`src/rtl/note_sequencer.sv`:
```
// Song playback sequencer: fetches chord events from a synchronous ROM and
// holds each one on the packed notes bus for a programmed number of tempo ticks.
module note_sequencer #(
  parameter int ADDR_W   = 8,
  parameter int TICK_DIV = 50000,
  parameter int DUR_W    = 8
) (
  input  logic                clk,
  input  logic                reset,
  input  logic                start,
  input  logic                stop,
  input  logic                loop,
  input  logic                pause,
  output logic [ADDR_W-1:0]   rom_addr,
  input  logic [28+DUR_W-1:0] rom_data,
  output logic [26:0]         notes,
  output logic                busy,
  output logic                event_strobe,
  output logic                done
);

  localparam int CNT_W = (TICK_DIV > 1) ? $clog2(TICK_DIV) : 1;

  typedef enum logic [1:0] {S_IDLE, S_FETCH, S_LOAD, S_HOLD} state_t;

  state_t             r_state, w_state_nxt;
  logic [CNT_W-1:0]   r_tick_cnt, w_tick_nxt;
  logic [DUR_W-1:0]   r_remaining, w_rem_nxt;
  logic [ADDR_W-1:0]  r_addr, w_addr_nxt;
  logic [26:0]        r_notes, w_notes_nxt;
  logic               r_strobe, w_strobe_nxt;
  logic               r_done, w_done_nxt;

  logic               w_end;
  logic [DUR_W-1:0]   w_dur;
  logic               w_tick_last;

  assign w_end       = rom_data[27+DUR_W];
  assign w_dur       = rom_data[27+DUR_W-1:27];
  assign w_tick_last = (r_tick_cnt == CNT_W'(TICK_DIV-1));

  always_comb begin
    w_state_nxt  = r_state;
    w_tick_nxt   = r_tick_cnt;
    w_rem_nxt    = r_remaining;
    w_addr_nxt   = r_addr;
    w_notes_nxt  = r_notes;
    w_strobe_nxt = 1'b0;
    w_done_nxt   = 1'b0;

    case (r_state)
      S_IDLE: begin
        w_notes_nxt = '0;
        if (start) begin
          w_state_nxt = S_FETCH;
          w_addr_nxt  = '0;
        end
      end
      S_FETCH: w_state_nxt = S_LOAD;
      S_LOAD: begin
        if (w_end) begin
          if (loop) begin
            w_addr_nxt  = '0;
            w_state_nxt = S_FETCH;
          end else begin
            w_notes_nxt = '0;
            w_done_nxt  = 1'b1;
            w_state_nxt = S_IDLE;
          end
        end else if (w_dur == '0) begin
          // zero-length events are skipped without touching the bus
          w_addr_nxt  = r_addr + ADDR_W'(1);
          w_state_nxt = S_FETCH;
        end else begin
          w_notes_nxt  = rom_data[26:0];
          w_rem_nxt    = w_dur;
          w_tick_nxt   = '0;
          w_addr_nxt   = r_addr + ADDR_W'(1);
          w_strobe_nxt = 1'b1;
          w_state_nxt  = S_HOLD;
        end
      end
      S_HOLD: begin
        if (!pause) begin
          if (w_tick_last) begin
            w_tick_nxt = '0;
            w_rem_nxt  = r_remaining - DUR_W'(1);
            if (r_remaining == DUR_W'(1)) w_state_nxt = S_FETCH;
          end else begin
            w_tick_nxt = r_tick_cnt + CNT_W'(1);
          end
        end
      end
      default: w_state_nxt = S_IDLE;
    endcase

    // abort overrides whatever the active state decided
    if (stop && r_state != S_IDLE) begin
      w_state_nxt  = S_IDLE;
      w_notes_nxt  = '0;
      w_addr_nxt   = r_addr;
      w_tick_nxt   = '0;
      w_rem_nxt    = '0;
      w_strobe_nxt = 1'b0;
      w_done_nxt   = 1'b0;
    end
  end

  always_ff @(posedge clk) begin
    if (reset) begin
      r_state     <= S_IDLE;
      r_tick_cnt  <= '0;
      r_remaining <= '0;
      r_addr      <= '0;
      r_notes     <= '0;
      r_strobe    <= 1'b0;
      r_done      <= 1'b0;
    end else begin
      r_state     <= w_state_nxt;
      r_tick_cnt  <= w_tick_nxt;
      r_remaining <= w_rem_nxt;
      r_addr      <= w_addr_nxt;
      r_notes     <= w_notes_nxt;
      r_strobe    <= w_strobe_nxt;
      r_done      <= w_done_nxt;
    end
  end

  assign rom_addr     = r_addr;
  assign notes        = r_notes;
  assign busy         = (r_state != S_IDLE);
  assign event_strobe = r_strobe;
  assign done         = r_done;

endmodule

```
`config.mk`:
```
export PLATFORM = sky130hd
export DESIGN_NAME = note_sequencer
export DESIGN_NICKNAME = d
export VERILOG_FILES = /design/src/rtl/note_sequencer.sv
export SDC_FILE = /design/constraint.sdc
export NUM_CORES = 1
export LEC_CHECK = 0
export CAP_MARGIN = 25
export CORE_AREA = 5 5 82 84
export DETAILED_ROUTE_END_ITERATION = 10
export DIE_AREA = 0 0 87 89
export GPL_ROUTABILITY_DRIVEN = 0
export GPL_TIMING_DRIVEN = 0
export PLACE_DENSITY = 0.87
export SLEW_MARGIN = 20
export SYNTH_ARGS = -nofsm -noshare
export SYNTH_HDL_FRONTEND = slang
export SYNTH_SLANG_ARGS = --single-unit
```
`constraint.sdc`:
```
create_clock -name clk -period 3.67 [get_ports clk]
set_input_delay 1.101 -clock clk [delete_from_list [all_inputs] [get_ports clk]]
set_output_delay 1.101 -clock clk [all_outputs]
set_load 0.01 [all_outputs]
```
== Yosys cells after proc, flatten, opt, wreduce, memory -nomap -nowiden ==
Index checks and enable logic that the tools add are counted.
Storage, ports and cells
  bits in registers: 63
  bits in latches: 0
  RAM bits: 0
  bits in read-only memories: 0
  input port bits: 42
  output and inout bits: 38
  logic and storage cells: 69
  memories: 0
Operators by class
  add/subtract/negate cells: 3
  multiply operators: 0
  div/mod/pow operators: 0
  $lt $le $gt $ge: 0
  equality and inequality tests: 14
  shift operators: 0
  muxes and demuxes: 28
  bitwise logic cells: 3
  reduce and logical (&&, ||, !) cells: 14
Operators with widths (count)
  $mux W27: 3
  $mux W16: 4
  $mux W8: 7
  $pmux W27 S2: 1
  $pmux W16 S2: 1
  $pmux W8 S2: 2
  $add A16 B1 Y16 const B: 1
  $eq A16 B16 Y1 const B: 1
  $mux W2: 6
  $ne A2 B2 Y1 const B: 6
  $reduce_and A4 Y1: 3
  $ne A3 B3 Y1 const B: 3
  $add A8 B1 Y8 const B: 1
  $eq A8 B1 Y1 const B: 1
  $logic_not A8 Y1: 1
  $pmux W2 S4: 1
  $reduce_or A4 Y1: 2
  $sub A8 B1 Y8 const B: 1
  $reduce_bool A2 Y1: 3
  $reduce_and A5 Y1: 1
  $eq A2 B2 Y1 const B: 2
  $mux W1: 3
  $not A1 Y1: 3
  $reduce_and A3 Y1: 1
  other kinds (4): 4

== Depth between registers and ports, before layout ==
  word-level depth: 5
  gate-level depth with buffers: 10
  depth with buffers taken out: 7

== Least setup slack after synthesis ==
OpenSTA, ideal clock, no wires.
  path kind: input port to flip-flop
  start point: input port rom_data[33]
  end point: register r_notes[10] (netlist: notes[10])
  library setup time: 60 ps
  data arrival time: 2594 ps
  data required time: 3610 ps
  slack: 1017 ps
  cell stages on the path: 7
  path buffers: 2
  cell sequence: nor4_1 -> nand2_1 -> o21ai_0 -> o21a_1 -> clkbuf_1 -> buf_1 -> a22o_1
On the way
  cells in the longest elaborated chain, start to end: 3
Ends and longest elaborated chain
  start, declared: RTL line 15  | input logic [28+DUR_W-1:0] rom_data,
  $logic_not A8 Y1: RTL line 70  | end else if (w_dur == '0) begin
  $ne A3 B3 Y1 (no line)
  $reduce_and A3 Y1 (no line)
  end signal, assigned: RTL line 123  | r_notes <= w_notes_nxt;
  end, declared: RTL line 30  | logic [26:0] r_notes, w_notes_nxt;
No other way between the ends.
A chain may end at the register's enable or synchronous reset.

== Worst setup path in the final report ==
  start point: input port rom_data[33]
  end point: register r_notes[6] (netlist: notes[6])
The elaborated chain is that of the path after synthesis.

==> key figures <==
Yosys
  • Synth cell types: 55
  • Xor/xnor share of the synthesized area: 3.665%
  • Yosys Warn Count: 0
  • Sequential element share of the synthesized area: 43.98%
  • Post-synthesis adder-cell area fraction: ~3.5%
  • Post-Synth Simple-Gate Area: between 10% and 20%
  • Register bit count reported by yosys: 63
  • Share of the synthesized area in the top cell type: between 40 and 50%
  • Dominant cell type by area after synthesis: dfxtp_1
  • Synth top area cells: dfxtp_1, a22o_1, ha_1
  • Synth Flop Type: dfxtp_1
  • Asr flop ratio synth: 0%
  • Synthesized area per cell: between 9 and 10 sq um
  • Largest family of logic cells by synthesized area: compound AO/OA/AOI/OAI gates
  • Mux cell area share after synthesis: between 1 and 1.5%
  • Syn Nets: 350
  • EDFF count, synth: 0
  • Count leader, synth: dfxtp_1
  • Post-synthesis compound-gate area fraction: 26.57%
  • Syn Inst Count: 300
  • Syn Std Cell Area: 2868 sq um
  • Commonest cells in the netlist: dfxtp_1, a22o_1, nor2_1

Global route
  • Vias in the first global route: roughly 2,700
  • GR Overflow Total: 0
  • Global-route wire length before repair: ~13,000 um
  • GR Util All Layers: a little over a fifth
  • Initial antenna violation count: 0
  • Largest net degree at the start of global routing: 12

Placement
  • I/O Buffers: 79
  • Final HPWL DP: 5829 um
  • Placed Instances: approximately 450

Cells and area
  • Synthesis-to-finish area growth: 38.61%
  • Ratio of cells with drive above 1 in the final layout: between 8 and 9%
  • Fillers: 437
  • Footprint of the multi-input gates: 1504 sq um
  • Post-route insts no fill: 470
  • Final nets: 440
  • Antenna Cells: 0
  • Reg area: ~1300 sq um

Setup path
  • CP max FO: 10
  • CP Launch Type: input port
  • CP Launch Point: rom_data[33]
  • R2R Setup Slk: approximately 1.1 ns
  • Crit. End Element: flop
  • Crit Path Category: input port to flop
  • RR Endpoint: notes[6]
  • Arr. time, crit path: between 3 and 4 ns
  • CP required: around 4 ns
  • CP Capture Point: notes[6]
  • Worst R2R Start: r_state[1]
  • R2R depth: 10

CTS
  • Resize count post-CTS: 0
  • CTS tree: built
  • H-tree levels: 3
  • Hold Buf Count CTS: 0
  • CTS Sinks: 63
  • # Post-CTS Setup Buffers: 0
  • Worst skew pair latency: 0.33 ns
  • CTS Buf Count: 9
  • CTS max path bufs: 2
  • CTS root buf: clkbuf_8
  • Worst-path clk slew: 0.07 ns

Timing
  • Fmax: roughly 300 MHz
  • Final setup fails: 0
  • Setup TNS: 0 ns
  • Fin. max-slew vios: 0
  • Min Tclk post-route: 3.346 ns
  • RSZ-0062 raised after global routing: false
  • Final period util: 91.17%
  • Worst Skew: 0.007032 ns
  • Final Hold Fails: 0
  • Worst-margin pin slew: just over 0.8 ns
  • Max-slew headroom: between 40% and 50%

Floorplanning
  • CORE AREA: 5851 sq um
  • Die width: 87 um
  • Starting Density: 49.02%
  • Rows: 28
  • Die area: 7743 sq um
  • Die Y: 89 um
  • Num ports: 80

Route
  • Total routed wirelength: 7774 um
  • Wl on met1: 3173 um
  • WL/cell: around 17 um
  • DRT iter0 DRCs: 161
  • Post-route DRC: 0
  • Antenna-violating nets left: 0
  • Met3 wire length: 648 um
  • Via count: between 2,000 and 3,000
  • TritonRoute pass-1 iters: 4
  • Vias per cell: 5.632
  • Max Used Layer: met4
  • Routed wl met2: 3775 um

Pwr
  • Switching pwr: slightly below 0.0004 W
  • Cell Pwr Density: 395.4 nW/um^2
  • Power share of the combinational group: 12.8%
  • Leak: about 1.5 nW
  • Clock Power Share: a little over two fifths
  • Power share of the sequential group: around 45%
  • Total chip power: 0.001572 W
  • Worst vdd ir: 0.0002653 V
  • Sw Ratio: 24.48%
  • Int Pwr: ~0.0012 W

Run status
  • Status: finished clean

Run
  • Max Cap Violations: 0

Min path
  • Worst Hold Class: flop to flop
[layer usage]
| layer | vias to the layer above | global-route usage [%] |
|---|---|---|
| met2 | 91 | 36.85 |
| li1 | 1300 | - |
| met1 | 1238 | 23.60 |
| met5 | - | 0 |
| met4 | 0 | 8.499 |
| met3 | 18 | 8.479 |
[layout by cell type, fill, tap and decap left out, types with 6 or more instances in the layout]
master           instances
xor2_1                  11
o21ai_0                 12
clkbuf_1                11
ha_1                     8
nor2_1                  22
nand2_1                 18
a22o_1                  27
nand4_1                  8
clkdlybuf4s50_1         79
inv_1                   11
nor2b_1                  6
a21oi_1                 15
clkbuf_8                10
dfxtp_1                 63
[cells by family after synthesis]
kind of cell | count (synthesis)
AO/OA/AOI/OAI | 97
XOR/XNOR | 12
adder cells (fa/ha/maj) | 8
buffers and inverters | 25
flip-flops | 63
multiplexers | 3
AND/OR/NAND/NOR | 92
[power by group through the flow]
| stage | clock network [W] | logic, W | registers, W |
|---|---|---|---|
| finish | 0.000666 | 0.000201 | 0.000705 |
| floorplan | 0 | 0.000101 | 0.000719 |
| global route | 0.000712 | 0.000220 | 0.000706 |
| detailed placement | 0 | 0.000200 | 0.000720 |
| CTS | 0.000679 | 0.000202 | 0.000704 |
| global placement | 0 | 0.000192 | 0.000718 |
[sequential cells by signal (all words and copies together) (netlist names)]
| name | count |
|---|---|
| done | 1 |
| event_strobe | 1 |
| notes | 27 |
| r_remaining | 8 |
| r_state | 2 |
| r_tick_cnt | 16 |
| rom_addr | 8 |
[through the flow]
stage	setup WS [ns]	area, sq um	hold slack, ns	util, %
after detailed placement	0.007652	3752	0.4662	64.14
after global placement	0.08845	3752	0.4605	64.14
final	0.3240	3975	0.4864	67.94
after CTS	0.3546	3975	0.4871	67.94
after global routing	0.1249	3975	0.4930	67.94
after floorplan	1.017	2868	0.4532	-
[critical path, cell delays in order]
cell and delay, ns:
clkdlybuf4s50_1 0.42, nor4_1 0.73, nand2_1 0.11, o21ai_0 0.18, o21a_1 0.12, clkbuf_1 0.32, buf_1 0.41, a22o_1 0.22
[worst min path at each step]
stage	to	from	slack (ns)	cells after the start
6_report	r_tick_cnt[15]	r_tick_cnt[15]	0.49	2
5_1_grt	notes[20]	notes[20]	0.49	1
4_1_cts	notes[2]	notes[2]	0.49	1
3_5_place_dp	notes[14]	notes[14]	0.47	1
3_3_place_gp	notes[9]	notes[9]	0.46	1
2_1_floorplan	r_tick_cnt[15]	r_tick_cnt[15]	0.45	2
[layout make-up]
cell class	instances	area share (%)
Tap cell	75	2.361
Sequential cell	63	31.73
Inverter	11	1.039
Clock buffer	11	3.557
Clock inverter	5	2.046
Buffer	14	1.542
Multi-Input combinational cell	212	37.83
Timing Repair Buffer	79	19.89
(Power assumes the default switching activity.)
